### src/rtl/ccr_unit_pkg.sv
// Shared condition-code definitions: flag bit positions, jump-select encodings
// and the default shadow-stack depth used by the ALU and the CCR unit.
package ccr_unit_pkg;

  localparam int FLAG_V = 3;
  localparam int FLAG_C = 2;
  localparam int FLAG_N = 1;
  localparam int FLAG_Z = 0;

  localparam int FLAGS_W         = 4;
  localparam int STACK_DEPTH_DEF = 2;

  typedef enum logic [1:0] {
    SEL_Z = 2'b00,
    SEL_N = 2'b01,
    SEL_C = 2'b10,
    SEL_V = 2'b11
  } jmp_sel_e;

  // Maps a jump condition code to the CCR bit it tests.
  function automatic logic [1:0] sel_to_bit(input jmp_sel_e sel);
    logic [1:0] idx;
    case (sel)
      SEL_Z:   idx = 2'(FLAG_Z);
      SEL_N:   idx = 2'(FLAG_N);
      SEL_C:   idx = 2'(FLAG_C);
      default: idx = 2'(FLAG_V);
    endcase
    return idx;
  endfunction

endpackage

### src/rtl/ccr_unit_if.sv
// Request/response bundle between the core control path and the CCR unit.
interface ccr_unit_if;
  import ccr_unit_pkg::*;

  logic               flags_we;
  logic [FLAGS_W-1:0] flags_in;
  logic               jmp_valid;
  logic [1:0]         jmp_sel;
  logic               int_save;
  logic               rti_restore;
  logic [FLAGS_W-1:0] flags_out;
  logic               jmp_taken;
  logic               stack_full;
  logic               stack_empty;
  logic               err;

  modport master (
    output flags_we, flags_in, jmp_valid, jmp_sel, int_save, rti_restore,
    input  flags_out, jmp_taken, stack_full, stack_empty, err
  );

  modport slave (
    input  flags_we, flags_in, jmp_valid, jmp_sel, int_save, rti_restore,
    output flags_out, jmp_taken, stack_full, stack_empty, err
  );
endinterface

### src/rtl/ccr_unit_flag_stack.sv
// Parameterised LIFO holding saved CCR values for nested interrupts.
// Callers must not push when full or pop when empty.
module flag_stack #(
  parameter int DEPTH  = 2,
  parameter int DATA_W = 4
) (
  input  logic              clk,
  input  logic              rst,
  input  logic              push,
  input  logic              pop,
  input  logic [DATA_W-1:0] din,
  output logic [DATA_W-1:0] top,
  output logic              full,
  output logic              empty
);
  localparam int PW = $clog2(DEPTH + 1);
  localparam int IW = (DEPTH > 1) ? $clog2(DEPTH) : 1;

  logic [PW-1:0]     cnt;
  logic [DATA_W-1:0] mem [0:(2**IW)-1];
  logic [IW-1:0]     wr_idx;
  logic [IW-1:0]     top_idx;

  assign wr_idx  = IW'(cnt);
  assign top_idx = IW'(cnt - PW'(1));
  assign top     = mem[top_idx];
  assign full    = (cnt == PW'(DEPTH));
  assign empty   = (cnt == '0);

  always_ff @(posedge clk) begin
    if (rst) begin
      cnt <= '0;
    end else if (push && !full) begin
      cnt <= cnt + PW'(1);
    end else if (pop && !empty) begin
      cnt <= cnt - PW'(1);
    end
  end

  // Entry contents carry no reset; they are only visible below the depth.
  always_ff @(posedge clk) begin
    if (push && !full) begin
      mem[wr_idx] <= din;
    end
  end
endmodule

### src/rtl/ccr_unit.sv
// Condition-code register with jump evaluation, flag clear on taken jump,
// and a shadow stack for interrupt entry/return with illegal-request flagging.
module ccr_unit
  import ccr_unit_pkg::*;
#(
  parameter int STACK_DEPTH = STACK_DEPTH_DEF
) (
  input logic        clk,
  input logic        rst,
  ccr_unit_if.slave  bus
);
  logic [FLAGS_W-1:0] ccr_p1;
  logic [FLAGS_W-1:0] ccr_next;
  logic [FLAGS_W-1:0] top;
  logic               err_p1;
  logic               full;
  logic               empty;
  logic [1:0]         sel_idx;
  logic               jmp_taken;
  logic               push_ok;
  logic               pop_ok;
  logic               illegal;

  assign sel_idx   = sel_to_bit(jmp_sel_e'(bus.jmp_sel));
  assign jmp_taken = bus.jmp_valid & ccr_p1[sel_idx];

  // Simultaneous save and restore cancels both stack operations.
  assign push_ok = bus.int_save & ~bus.rti_restore & ~full;
  assign pop_ok  = bus.rti_restore & ~bus.int_save & ~empty;
  assign illegal = (bus.int_save & bus.rti_restore)
                 | (bus.int_save & full)
                 | (bus.rti_restore & empty);

  always_comb begin
    ccr_next = ccr_p1;
    if (bus.flags_we) ccr_next = bus.flags_in;
    if (jmp_taken)    ccr_next[sel_idx] = 1'b0;
    if (pop_ok)       ccr_next = top;
  end

  flag_stack #(
    .DEPTH  (STACK_DEPTH),
    .DATA_W (FLAGS_W)
  ) u_stack (
    .clk   (clk),
    .rst   (rst),
    .push  (push_ok),
    .pop   (pop_ok),
    .din   (ccr_p1),
    .top   (top),
    .full  (full),
    .empty (empty)
  );

  // Stage p1: architectural CCR and the error pulse.
  always_ff @(posedge clk) begin
    if (rst) begin
      ccr_p1 <= '0;
      err_p1 <= 1'b0;
    end else begin
      ccr_p1 <= ccr_next;
      err_p1 <= illegal;
    end
  end

  assign bus.flags_out   = ccr_p1;
  assign bus.jmp_taken   = jmp_taken;
  assign bus.stack_full  = full;
  assign bus.stack_empty = empty;
  assign bus.err         = err_p1;
endmodule

### src/flat_wrapper.sv
// flat-port wrapper written by rule: the top's interface ports become plain ports
module ccr_unit_flat import ccr_unit_pkg::*;
#(
  parameter int STACK_DEPTH = STACK_DEPTH_DEF
)
  (clk, rst, bus_flags_we, bus_flags_in, bus_jmp_valid, bus_jmp_sel, bus_int_save, bus_rti_restore, bus_flags_out, bus_jmp_taken, bus_stack_full, bus_stack_empty, bus_err);
  ccr_unit_if bus_i ();
  input logic clk;
  input logic rst;
  input wire logic [$bits(bus_i.flags_we)-1:0] bus_flags_we;
  input wire logic [$bits(bus_i.flags_in)-1:0] bus_flags_in;
  input wire logic [$bits(bus_i.jmp_valid)-1:0] bus_jmp_valid;
  input wire logic [$bits(bus_i.jmp_sel)-1:0] bus_jmp_sel;
  input wire logic [$bits(bus_i.int_save)-1:0] bus_int_save;
  input wire logic [$bits(bus_i.rti_restore)-1:0] bus_rti_restore;
  output wire logic [$bits(bus_i.flags_out)-1:0] bus_flags_out;
  output wire logic [$bits(bus_i.jmp_taken)-1:0] bus_jmp_taken;
  output wire logic [$bits(bus_i.stack_full)-1:0] bus_stack_full;
  output wire logic [$bits(bus_i.stack_empty)-1:0] bus_stack_empty;
  output wire logic [$bits(bus_i.err)-1:0] bus_err;
  assign bus_i.flags_we = bus_flags_we;
  assign bus_i.flags_in = bus_flags_in;
  assign bus_i.jmp_valid = bus_jmp_valid;
  assign bus_i.jmp_sel = bus_jmp_sel;
  assign bus_i.int_save = bus_int_save;
  assign bus_i.rti_restore = bus_rti_restore;
  assign bus_flags_out = bus_i.flags_out;
  assign bus_jmp_taken = bus_i.jmp_taken;
  assign bus_stack_full = bus_i.stack_full;
  assign bus_stack_empty = bus_i.stack_empty;
  assign bus_err = bus_i.err;
  ccr_unit #(.STACK_DEPTH(STACK_DEPTH)) u_core (.clk(clk), .rst(rst), .bus(bus_i));
endmodule
### config.mk
export PLATFORM = sky130hd
export DESIGN_NAME = ccr_unit_flat
export DESIGN_NICKNAME = d
export VERILOG_FILES = /design/src/rtl/ccr_unit_pkg.sv /design/src/rtl/ccr_unit_if.sv /design/src/rtl/ccr_unit_flag_stack.sv /design/src/rtl/ccr_unit.sv /design/src/flat_wrapper.sv
export SDC_FILE = /design/constraint.sdc
export NUM_CORES = 1
export LEC_CHECK = 0
export CAP_MARGIN = 10
export CORE_MARGIN = 2
export CORE_UTILIZATION = 35
export CTS_BUF_LIST = sky130_fd_sc_hd__clkbuf_4 sky130_fd_sc_hd__clkbuf_8
export DETAILED_ROUTE_END_ITERATION = 16
export DONT_BUFFER_PORTS = 1
export GPL_TIMING_DRIVEN = 0
export SLEW_MARGIN = 30
export SYNTH_ARGS = -nofsm -noshare
export SYNTH_HDL_FRONTEND = slang
export SYNTH_SLANG_ARGS = --single-unit
### constraint.sdc
create_clock -name clk -period 1.3 [get_ports clk]
set_input_delay 0.325 -clock clk [delete_from_list [all_inputs] [get_ports clk]]
set_output_delay 0.325 -clock clk [all_outputs]
set_load 0.02 [all_outputs]
* Word level (Yosys, flattened, before mapping)
Memory sizes are Yosys's and may differ from the RTL's. Cells that the tools add are included.
Word-level totals: input bits 12, bits in latches 0, bits in writable memories 8, memories 1, output and inout port bits 8, memory bits (read-only) 0, bits in registers 7
Memories:
- u_core.u_stack.mem | depth 2, bits a word 4, read ports 1, clocked after Yosys merged registers in 0, write ports 1, line ccr_unit_flag_stack.sv:20 | logic [DATA_W-1:0] mem [0:(2**IW)-1];
Cells by class: bitwise logic cells 16, multiplexer cells 12, shifts and indexed selects 0, div/mod/pow operators 0, equal/unequal tests 3, reductions and logical operators 8, order comparisons 2, add/subtract/negate cells 2, $mul 0
Operators by type and width (number):
- 4-bit 2-to-1 mux | 3
- 1-bit AND | 8
- 2-bit case mux with 3 select lines | 1
- 4-bit AND | 1
- 2-bit == test (second input constant) | 2
- 2-bit logical NOT | 2
- 1-bit 2-to-1 mux | 4
- 2-bit 2-to-1 mux | 2
- 1-bit inverter | 4
- 4-bit inverter | 1
- 1-bit logical AND | 3
- 2-bit by 3-bit less-than comparator with 1-bit output (second input constant) | 1
- 2-bit by 1-bit adder with 2-bit output (second input constant) | 1
- 1-bit binary-select mux with 2-bit select | 1
- 1-bit demux with 2-bit select | 1
- 2-bit by 1-bit == test with 1-bit output (second input constant) | 1
- 2-bit by 1-bit >= comparator with 1-bit output (second input constant) | 1
- 1-bit logical NOT | 2
- 1-bit OR | 2
- 2-bit nonzero test | 1
- 2-bit by 1-bit subtractor with 2-bit output (second input constant) | 1

* Longest topological paths before layout
depth after elaboration 10, mapped depth 6, mapped depth without buffers 5

* Modules after synthesis
A second synthesis with hierarchy kept.
Second synthesis, totals: cells, all modules 60, area total of the unflattened synthesis 744.5 um^2
Modules (own cells, without submodules):
- flag_stack | sequential area each 280.3 um^2, cells an instance 28, area an instance 431.7 um^2, times used 1
- ccr_unit | sequential area each 100.1 um^2, cells an instance 32, area an instance 312.8 um^2, times used 1

* Worst setup path before layout
No wires, ideal clock.
kind register -> register, start point register u_core.u_stack.cnt[0], end point memory u_core.u_stack.mem[1][0] (enable), path slack -240 ps, arrival time 1211 ps, path buffers 1, period minus slack after synthesis 1540 ps, library setup time 329 ps, stages on the path, launching flop included 7, required time 971 ps, cells stage by stage dfxtp_1 -> buf_4 -> inv_1 -> ha_1 -> nor2_1 -> nand2_1 -> nor2_1
Between the ends: longest elaborated chain between the ends 6
Ends and longest elaborated chain:
- start: declaration | line ccr_unit_flag_stack.sv:19 | logic [PW-1:0] cnt;
- start signal: assignment | line ccr_unit_flag_stack.sv:34 | cnt <= cnt + PW'(1);
- start signal: assignment | line ccr_unit_flag_stack.sv:36 | cnt <= cnt - PW'(1);
- 2-bit == test (*) | line ccr_unit_flag_stack.sv:27 | assign full = (cnt == PW'(DEPTH));
- named net bus_stack_full | line flat_wrapper.sv:18 | output wire logic [$bits(bus_i.stack_full)-1:0] bus_stack_full;
- 1-bit inverter | line ccr_unit.sv:28 | assign push_ok = bus.int_save & ~bus.rti_restore & ~full;
- 1-bit AND | line ccr_unit.sv:28
- 1-bit logical AND (*) | line ccr_unit_flag_stack.sv:42 | if (push && !full) begin
- 1-bit 2-to-1 mux (*) | line ccr_unit_flag_stack.sv:42
- 1-bit 2-to-1 mux (not written as such) (*) | line ccr_unit_flag_stack.sv:43 | mem[wr_idx] <= din;
- end: declaration | line ccr_unit_flag_stack.sv:20
The timed path passes the listed nets; every way through them passes the cells marked *.

* Worst setup path in the final report
start point register u_core.ccr_p1[3], in the netlist u_core.bus.flags_out[3], end point output port bus_jmp_taken
Between the ends: longest elaborated chain between the ends 3
Ends and longest elaborated chain:
- start: declaration | line ccr_unit.sv:12 | logic [FLAGS_W-1:0] ccr_p1;
- start signal: assignment | line ccr_unit.sv:61 | ccr_p1 <= ccr_next;
- 1-bit binary-select mux with 2-bit select | line ccr_unit.sv:25 | assign jmp_taken = bus.jmp_valid & ccr_p1[sel_idx];
- 1-bit 2-to-1 mux (not written as such) | line ccr_unit.sv:25
- 1-bit AND | line ccr_unit.sv:25
- end: declaration | line flat_wrapper.sv:17 | output wire logic [$bits(bus_i.jmp_taken)-1:0] bus_jmp_taken;
No other way between the ends. The select of a mux whose other input is x is not followed.

==> impl_metrics.py <==
metrics = {
    "detailed_routing": {
        "viasPerCell": 5.25,
        "first_pass_iters": 4,
        "route.detailed.drc": 0,
        "wl_per_cell_um": 14.7,
        "totalWireLength_mm": 1.50,
        "antenna_left": 0,
        "vias": 535,
        "drt_iter0_drc": 7,
    },
    "logic_synthesis": {
        "synthTopCellsByCount": "a21oi_1 (8), edfxtp_1 (8), dfxtp_1 (7)",
        "synth_cells": 66,
        "synthSimpleGateAreaFrac_pct": 16.2,
        "netlist_top_cells_area": "edfxtp_1 (31%), dfxtp_1 (18%), mux2i_1 (6.6%)",
        "synth_seq_cells": 15,
        "synthAdderAreaFrac_pct": 3.28,
        "synth.distinct_cells": 26,
        "synth_top_family_by_area": "simple AND/OR/NAND/NOR gates",
        "yosysTopAreaCellShare_pct": 31.5,
        "seq_area_frac_synth_pct": 49.8,
        "synth_nets": 80,
        "synth_ff_type": "edfxtp_1",
        "synth-compound-area-share_pct": 12.3,
        "syn_area_sq_um": 763,
        "synth_area_leader_cell": "edfxtp_1",
        "synth_xor_area_share_pct": 0,
        "synth_edf_count": 8,
        "ys_warn_count": 0,
        "synth_area_per_cell_sq_um": 11.6,
        "synthMuxAreaShare_pct": 13.9,
        "synthArstFlopShare_pct": 0,
    },
    "power_and_ir_drop": {
        "p_per_area_nw_per_um2": 1130,
        "totalPowerFinal_mw": 1.12,
        "ir_drop_uv": 778,
        "power_leakage_nw": 0.330,
    },
    "worst_hold_path": {
        "hold_depth": 1,
        "hold_path_end": "u_core.u_stack.cnt[0]$_SDFFE_PP0P_",
        "hold_path.class": "in2reg",
        "hp-start": "rst",
    },
    "die": {
        "io_pins": 20,
        "coreArea_sq_um": 2000,
        "die_w_um": 50.7,
        "die_h_um": 50.7,
        "initial_core_util_pct": 38.1,
        "num_rows": 16,
        "die_area_sq_um": 2570,
    },
    "setup_path": {
        "worstRegToRegCells": 6,
        "path_class": "reg2out",
        "crit_arrival_ns": 1.32,
        "endpoint_kind": "primary output",
        "r2r-start": "u_core.u_stack.cnt[0]$_SDFFE_PP0P_",
        "r2r_slack_ns": -0.16,
        "critPathMaxFanout": 6,
        "required_ns": 0.98,
        "r2r_end": "u_core.u_stack.cnt[0]$_SDFFE_PP0P_",
        "cp-start-kind": "register",
    },
    "timing": {
        "timing.hold.ws_ns": 0.0946,
        "timing.final.crit_share_pct": 126,
        "maxSlewHeadroom_pct": 87.2,
        "slew_violations": 0,
        "rsz0062_at_grt": "true",
        "fmax_ghz": 0.610,
        "finalSetupTns_ns": -1.68,
        "final-setup-viol-count": 17,
        "fin_skew_ns": 0.00391,
        "layout_min_cycle_time_ns": 1.64,
        "hold_viol": 0,
        "worst_slew_pin_slew_ns": 0.187,
        "layout_setup_ws_ns": -0.340,
    },
    "place": {
        "dp_hpwl_um": 973,
        "gp_congestion": 0.775,
        "io_buffers": 0,
        "dp.cells": 93,
        "place_area_sq_um": 835,
        "pre_cts_slack_ns": -0.341,
    },
    "grt": {
        "overflow": 0,
        "grt_pass1_wl_mm": 2.30,
        "grt_max_degree": 10,
        "grt_pass1_vias": 495,
        "grt_use_total_pct": 12.2,
        "antenna_found_initial": 0,
    },
    "clock_tree": {
        "cts.sinks": 15,
        "clk_path_buf_depth": 2,
        "cts-root-buf": "clkbuf_4",
        "cts_tree": "built",
        "worstSkewPairLatency_ns": 0.28,
        "cts_buffers": 3,
        "cts_htree_levels": 1,
        "cts.clk_slew.worst_paths_ns": 0.09,
    },
    "layout": {
        "fin_area_sq_um": 988,
        "fin_util_pct": 49.4,
        "antenna_cells": 0,
        "final_cells": 102,
        "syn_to_final_growth_pct": 29.5,
        "layout-drive-gt1-share_pct": 52.0,
        "fin_nets": 90,
    },
    "status": {
        "outcome": "complete, but fails checks",
        "violations": "negative setup slack",
    },
    "job": {
        "maxCapViolCount": 0,
    },
}
-- cells in the final DEF, fill, tap and decap left out, types with 2 or more instances in the layout --
cell type  Yosys  routed
a21oi_2        0       4
buf_6          1       5
mux2i_1        5       5
a211oi_2       0       3
nor3b_1        2       2
buf_4          2       3
dfxtp_4        0       3
nand2_1        3       2
clkbuf_4       0       3
a21oi_1        8       4
mux2_2         3       3
dfxtp_2        0       2
nand4b_1       2       2
ha_4           0       2
edfxtp_1       8       8
nor2_4         0       3
nor2_1         5       2
dfxtp_1        7       2
-- report_power, final --
part	switching [mW]	internal, mW	leakage [nW]
Clock	0.144	0.114	0.0177
Sequential	0.0512	0.540	0.135
Combinational	0.131	0.138	0.177
Total	0.326	0.791	0.330
-- registers in the layout, summed over array words and instances, names as in the netlist --
name                  cells
u_core.u_stack.cnt        2
u_core.bus.err            1
u_core.bus.flags_out      4
u_core.u_stack.mem        8
-- worst max path at each step --
stage,start,endpoint,slack (ns),cells after the start
6_report,u_core.bus.flags_out[3]$_SDFF_PP0_,bus_jmp_taken,-0.34,2
5_1_grt,u_core.bus.flags_out[3]$_SDFF_PP0_,bus_jmp_taken,-0.39,2
4_1_cts,u_core.bus.flags_out[3]$_SDFF_PP0_,bus_jmp_taken,-0.35,2
3_5_place_dp,u_core.u_stack.cnt[0]$_SDFFE_PP0P_,u_core.bus.flags_out[2]$_SDFF_PP0_,-0.34,6
3_3_place_gp,u_core.u_stack.cnt[0]$_SDFFE_PP0P_,u_core.bus.flags_out[2]$_SDFF_PP0_,-0.33,6
2_1_floorplan,u_core.u_stack.cnt[0]$_SDFFE_PP0P_,u_core.u_stack.cnt[0]$_SDFFE_PP0P_,-0.13,6
-- timing repair --
action	in CTS	in global routing
setup buffers	6	0
setup endpoints to repair	17	17
hold buffers	0	0
resized for setup	17	9
pin swaps	7	7
-- per-layer routing --
metal	share of wire, %	vias to the layer above	wire (um)	track usage, %
met2	52	9	776	18.2
met5	0	-	0	0
li1	-	271	-	-
met3	3.7	0	56	5.06
met1	45	255	670	16.5
met4	0	0	0	2.70
-- worst max-delay path: stages (launching register included) --
cell and delay [ns]:
dfxtp_4 0.39, mux4_2 0.47, and2_4 0.17
-- logic make-up (layout without fill, tap and decap cells) --
kind of cell,count (synthesis),count (layout)
adder cells (fa/ha/maj),2,2
multiplexers,9,9
AND/OR/NAND/NOR,19,19
buffers and inverters,5,14
flip-flops,15,15
AO/OA/AOI/OAI,16,16
-- cell type report --
cell class | count | area (sq um)
Sequential cell | 15 | 394
Fill cell | 178 | 1010
Clock buffer | 3 | 22.5
Multi-Input combinational cell | 46 | 443
Clock inverter | 1 | 5.00
Buffer | 2 | 18.8
Tap cell | 27 | 33.8
Timing Repair Buffer | 6 | 60.1
Inverter | 2 | 11.3
(Power assumes the default switching activity.)
